### config.mk
export PLATFORM = sky130hd
export DESIGN_NAME = grad_fanout_3out
export DESIGN_NICKNAME = d
export VERILOG_FILES = /design/src/rtl/dnnbp_pkg.sv /design/src/rtl/sat_clip.sv /design/src/rtl/grad_fanout_3out.sv
export SDC_FILE = /design/constraint.sdc
export NUM_CORES = 1
export LEC_CHECK = 0
export ABC_AREA = 1
export BUFFER_PORTS_ARGS = -buffer_cell sky130_fd_sc_hd__buf_4
export CAP_MARGIN = 20
export CORE_ASPECT_RATIO = 1.75
export CORE_MARGIN = 8
export CORE_UTILIZATION = 50
export CTS_CLUSTER_SIZE = 16
export DETAILED_ROUTE_END_ITERATION = 10
export PLACE_DENSITY = 0.84
export SLEW_MARGIN = 20
export SYNTH_ARGS = -nofsm -noshare
export SYNTH_HDL_FRONTEND = slang
export SYNTH_SLANG_ARGS = --single-unit
### constraint.sdc
create_clock -name clk -period 2.65 [get_ports clk]
set_input_delay 0.53 -clock clk [delete_from_list [all_inputs] [get_ports clk]]
set_output_delay 0.53 -clock clk [all_outputs]
set_load 0.02 [all_outputs]
### src/rtl/dnnbp_pkg.sv
// dnnbp_pkg: shared fixed-point defaults for the backprop datapath blocks
package dnnbp_pkg;
  localparam int DWIDTH_DEF = 32;
  localparam int FRAC_DEF = 24;
  localparam logic signed [DWIDTH_DEF-1:0] ONE = DWIDTH_DEF'(1) <<< FRAC_DEF;
  localparam logic signed [DWIDTH_DEF-1:0] CLIP_DEF = ONE;
endpackage

### src/rtl/sat_clip.sv
// sat_clip: saturate a signed value to [-CLIP, +CLIP], flagging when it clipped
module sat_clip
  import dnnbp_pkg::*;
#(
  parameter int DWIDTH = DWIDTH_DEF,
  parameter logic signed [DWIDTH-1:0] CLIP = CLIP_DEF
) (
  input  logic signed [DWIDTH-1:0] i,
  output logic signed [DWIDTH-1:0] o,
  output logic                     o_sat
);
  logic hi, lo;
  always_comb begin
    hi = i > CLIP;
    lo = i < -CLIP;
    o = hi ? CLIP : lo ? -CLIP : i;
    o_sat = hi | lo;
  end
endmodule

### src/rtl/grad_fanout_3out.sv
// grad_fanout_3out: broadcast one delta to three independently handshaked branches.
// Define GRAD_CLIP_EN to saturate captured deltas to [-CLIP, +CLIP].
module grad_fanout_3out
  import dnnbp_pkg::*;
#(
  parameter int DWIDTH = DWIDTH_DEF,
  parameter int FRAC = FRAC_DEF,
  parameter int CWIDTH = 16,
  parameter logic signed [DWIDTH-1:0] CLIP = DWIDTH'(1) <<< FRAC
) (
  input  logic                     clk,
  input  logic                     rst,
  input  logic signed [DWIDTH-1:0] i_delta,
  input  logic                     i_valid,
  output logic                     o_ready,
  output logic signed [DWIDTH-1:0] o_delta,
  output logic                     o_valid_a,
  output logic                     o_valid_b,
  output logic                     o_valid_c,
  input  logic                     i_ready_a,
  input  logic                     i_ready_b,
  input  logic                     i_ready_c,
  output logic                     o_busy,
  output logic [CWIDTH-1:0]        o_cnt,
  output logic                     o_clipped
);
  logic signed [DWIDTH-1:0] d_q, cap;
  logic [2:0] pend, rdy;
  logic [CWIDTH-1:0] cnt_q;
  logic clip_q, sat, acc, last;
`ifdef GRAD_CLIP_EN
  sat_clip #(.DWIDTH(DWIDTH), .CLIP(CLIP)) u_clip (.i(i_delta), .o(cap), .o_sat(sat));
`else
  logic unused_clip;
  assign cap = i_delta;
  assign sat = 1'b0;
  assign unused_clip = ^CLIP;
`endif
  // last: every still-pending branch completes this cycle
  always_comb begin
    rdy = {i_ready_c, i_ready_b, i_ready_a};
    o_ready = &(~pend | rdy);
    acc = i_valid & o_ready;
    last = (|pend) & ~|(pend & ~rdy);
  end
  always_ff @(posedge clk) begin
    if (rst) begin
      d_q <= '0;
      pend <= '0;
      cnt_q <= '0;
      clip_q <= 1'b0;
    end else begin
      if (acc) begin
        d_q <= cap;
        pend <= 3'b111;
        clip_q <= sat;
      end else begin
        pend <= pend & ~rdy;
      end
      if (last) cnt_q <= cnt_q + CWIDTH'(1);
    end
  end
  assign o_delta = d_q;
  assign {o_valid_c, o_valid_b, o_valid_a} = pend;
  assign o_busy = |pend;
  assign o_cnt = cnt_q;
  assign o_clipped = clip_q;
endmodule

# ---- Yosys cells after proc, flatten, opt, wreduce, memory -nomap -nowiden
# Index checks and enable logic that the tools add are counted.
dict set report totals {
  reg_bits 51
  in_bits 38
  out_inout_bits 54
  wordCells 15
}
dict set report op_classes {
  add_sub_neg 1
  n_mux 1
  bitwise 6
  reduce_logical 4
}
# op count
set ops {}
lappend ops {{adder 16 x 1 -> 16 bit, second input constant} 1}
lappend ops {{inverter 3 bit} 2}
lappend ops {{OR reduction 3 bit} 2}
lappend ops {{AND 3 bit} 1}
lappend ops {{two-way mux 3 bit} 1}
lappend ops {{bitwise OR 3 bit} 1}
lappend ops {{AND reduction 3 bit} 1}
lappend ops {{AND 1 bit} 2}
lappend ops {{zero test 1 bit} 1}

# ---- Logic depth before layout (Yosys ltp)
dict set report logic_depth {
  ltp_word 5
  mapped_depth 9
  depth_no_buf 9
}

# ---- Worst setup path before layout
# Ideal clock, no wire load.
dict set report synth_path {
  path_type {in2reg}
  from {input i_ready_a}
  to {register d_q[14] (netlist: o_delta[14])}
  setup_ns 0.065
  t_arrival_ns 1.432
  required_time_ns 2.585
  path_slack_ns 1.153
  path_stages 9
  path_buffers 1
  path_cell_list {inv_1 nand2_1 nand3_1 inv_1 nand2_2 inv_1 buf_6 nor2_1 nor2_1}
}
dict set report synth_between {
  elab_chain_cells 3
}
# element line
set synth_rtl {}
lappend synth_rtl {{start: declaration} grad_fanout_3out.sv:20} ;# input logic i_ready_a,
lappend synth_rtl {{bitwise OR 3 bit} grad_fanout_3out.sv:42} ;# o_ready = &(~pend | rdy);
lappend synth_rtl {{AND reduction 3 bit} grad_fanout_3out.sv:42}
lappend synth_rtl {{named net o_ready} grad_fanout_3out.sv:15} ;# output logic o_ready,
lappend synth_rtl {{AND 1 bit} grad_fanout_3out.sv:43} ;# acc = i_valid & o_ready;
lappend synth_rtl {{end signal: assignment} grad_fanout_3out.sv:54} ;# d_q <= cap;
lappend synth_rtl {{end: declaration} grad_fanout_3out.sv:27} ;# logic signed [DWIDTH-1:0] d_q, cap;
# The timed path passes the listed nets, and every way through them passes these cells.
# A chain may end at the register's enable or synchronous reset.

# ---- Worst setup path after layout
dict set report layout_path {
  from {register pend[0]}
  to {output o_busy}
}
dict set report layout_between {
  elab_chain_cells 1
}
# element line
set layout_rtl {}
lappend layout_rtl {{start: declaration} grad_fanout_3out.sv:28} ;# logic [2:0] pend, rdy;
lappend layout_rtl {{start signal: assignment} grad_fanout_3out.sv:58} ;# pend <= pend & ~rdy;
lappend layout_rtl {{OR reduction 3 bit} grad_fanout_3out.sv:65} ;# assign o_busy = |pend;
lappend layout_rtl {{end: declaration} grad_fanout_3out.sv:23} ;# output logic o_busy,
# Every way passes these cells.

==> results.tsv <==
stage	metric	value	unit
outcome	run_status	completed	
synth	yosysUniqueCellTypes	21	
clocking	cts_max_path_buffers	2	
drt	wl	5.46	mm
critical_path	required	2120	ps
critical_path	regToRegStartpoint	o_cnt[0]	
critical_path	slowest_delay	340	ps
pwr	swShare	27.2	%
critical_path	slowest_stage	dfxtp_1	
synth	synth_top_area_share	48.2	%
floorplan	fp.dieW	65.2	µm
drt	num_vias	2084	
clocking	cts_root_buf	clkbuf_8	
synth	synth-seq-cells	51	
pwr	combPwrFrac	20.5	%
drt	drc	0	
critical_path	cp.arrival	1130	ps
critical_path	path_buf_inv	2	
synth	synth-edff-count	0	
timing	finalHoldViolCount	0	
synth	avgSynthCellArea	7.11	µm²
synth	ys.flop_type	dfxtp_1	
timing	relSlewSlack	63.3	%
clocking	cts_tree	yes	
run	drv_cap	0	
cells_and_area	fin_nets	424	
timing	post-route-min-period	1660	ps
timing	holdWs	375	ps
critical_path	worstRegToRegCells	8	
drt	dr.pass1.iters	4	
critical_path	cp.depth	3	
critical_path	rr_endpoint	o_cnt[12]	
critical_path	path_cells	nor3_1 -> inv_1 -> buf_4	
timing	fin_skew	5.92	ps
global_route	gr-usage-all-layers	16.4	%
global_route	grt-busiest-layer	met2	
synth	synth_fp_nets	337	
clocking	clock_sinks	51	
global_route	antenna_found_initial	0	
synth	ys_seq_area_share	48.2	%
placement	dp_hpwl	4.18	mm
placement	gp_congestion	0.757	
clocking	numCtsBuffers	5	
synth	synth_common_cells	85 x nor2_1, 51 x dfxtp_1, 41 x nand2_1	
timing	tns	0	ps
global_route	overflow	0	
clocking	htreeDepth	2	
timing	worst_pin_slew	550	ps
clocking	clk_latency	300	ps
clocking	cts_setup_buffers	0	
floorplan	ios	92	
global_route	met2_usage	28.7	%
synth	synth_cells	298	
floorplan	core	4110	µm²
critical_path	crit_family	flip-flops	
cells_and_area	num-fill-cells	345	
synth	syn_area	2120	µm²
cells_and_area	drive_gt1_share	28.0	%
clocking	ctsResizeCount	0	
global_route	grt_max_degree	36	
pwr	p_switching	0.510	mW
floorplan	row_count	31	
floorplan	die_h	102	µm
pwr	ir_drop	709	µV
critical_path	startpoint_type	flop	
synth	post-synth-top-area-cell	dfxtp_1	
min_path	holdPathStages	2	
timing	slew_viol_final	0	
clocking	hold_buffers	0	
floorplan	die_area	6660	µm²
synth	synth_most_common_cell	nor2_1	
clocking	clkSlewWorstSetupHoldPaths	90	ps
drt	ant_nets	0	
pwr	powerDensity	634	nW/µm²
drt	drtIter0Drc	85	
drt	viasPerCell	4.79	
timing	finalCritPeriodShare	62.5	%
synth	async_flop_share	0	%
pwr	p_seq_share	45.9	%
min_path	worstHoldStart	rst	
timing	max_freq	604	MHz
pwr	intPower	1.36	mW
global_route	grt_pass1_wl	8.86	mm
timing	rsz0062_at_grt	no	
global_route	met3_usage	8.12	%
placement	io_buffers	90	
global_route	met1_usage	16.2	%
global_route	grt_pass1_vias	2036	
pwr	total_power	1.87	mW
cells_and_area	n_antenna_cell	0	
cells_and_area	area_growth	39.4	%
critical_path	crit_path_end_kind	primary output	
critical_path	worstPathMaxFanout	3	
critical_path	worst-setup-path-type	reg -> out	
critical_path	crit_end	o_busy	
synth	synth.top_cells.by_area	dfxtp_1 48%, nor2_1 15%, o21ai_0 8.0%	
timing	setup_violations	0	
drt	route.detailed.wl_per_inst	12.6	µm
pwr	power.leakage	1.45	nW
synth	yosysWarnings	0	
min_path	min_path_type	in -> reg	
floorplan	start_util	51.5	%
critical_path	reg2reg_slack	1120	ps
critical_path	startpoint	pend[0]	
pwr	p_clk_share	33.6	%
[power groups by stage]
stage | clock network (mW) | logic, mW | registers, mW
2_1_floorplan | 0 | 0.154 | 0.942
3_3_place_gp | 0 | 0.382 | 0.874
3_5_place_dp | 0 | 0.388 | 0.876
4_1_cts | 0.649 | 0.389 | 0.859
5_1_grt | 0.674 | 0.421 | 0.868
6_report | 0.630 | 0.384 | 0.859
[sequential cells by signal (all words and copies together) (netlist names)]
register,flops
o_cnt,16
o_delta,32
pend,3
[routing by layer]
layer	part of all wire, %	vias up
met1	37	905
met4	1.7	0
met5	0	-
li1	-	1104
met2	51	68
met3	10	7
[cell type report]
cell class              count  area [µm²]  share of cell area, %
repair buffers             95         726                   24.6
well taps                  49        61.3                   2.08
inverters                  31         116                   3.94
multi-input cells         201         892                   30.2
flip-flops and latches     51        1020                   34.6
clock inverters             3        67.6                   2.29
clock buffers               5        68.8                   2.33
[worst reg2reg max path, delay by kind of cell (launching register included)]
family	cells	cell delay, ps
adders and majority gates	1	240
and+or+nand+nor	7	760
DFF	1	430
[stage by stage]
step | area [µm²] | setup WS [ps] | util [%] | cells
final | 2950 | 994 | 71.8 | 435
after global routing | 2950 | 910 | 71.8 | 435
after CTS | 2950 | 971 | 71.8 | 435
after detailed placement | 2820 | 903 | 68.5 | 427
after global placement | 2820 | 929 | 68.5 | 427
after floorplan | 2120 | 1150 | - | 298
[how the worst min path moves through the flow]
stage | slack [ps] | end
floorplan | 550 | o_cnt[4]
global placement | 460 | o_delta[13]
detailed placement | 470 | o_delta[16]
CTS | 360 | o_cnt[3]
global route | 380 | o_cnt[3]
finish | 380 | o_cnt[3]
[logic make-up (layout without fill, tap and decap cells)]
| logic type | after synthesis | in the layout | synth area share (%) |
|---|---|---|---|
| AO/OA/AOI/OAI | 43 | 43 | 10.2 |
| flip-flops | 51 | 51 | 48.2 |
| buffers and inverters | 46 | 134 | 9.69 |
| XOR/XNOR | 1 | 1 | 0.414 |
| adder cells (fa/ha/maj) | 1 | 1 | 0.591 |
| AND/OR/NAND/NOR | 155 | 155 | 30.8 |
| other | 1 | 1 | 0.177 |
[cell usage in the layout, fill, tap and decap left out, drive strengths merged]
master and count:
conb 1, clkinvlp 1, dfxtp 51, clkbuf 5, xnor2 1, nor2 85, nor3 2, a21oi 9
nand4 8, inv 31, o21ai 34, bufinv 2, nand3 17, ha 1, buf 95, nand2 43
Power figures use the tool's default switching activity.
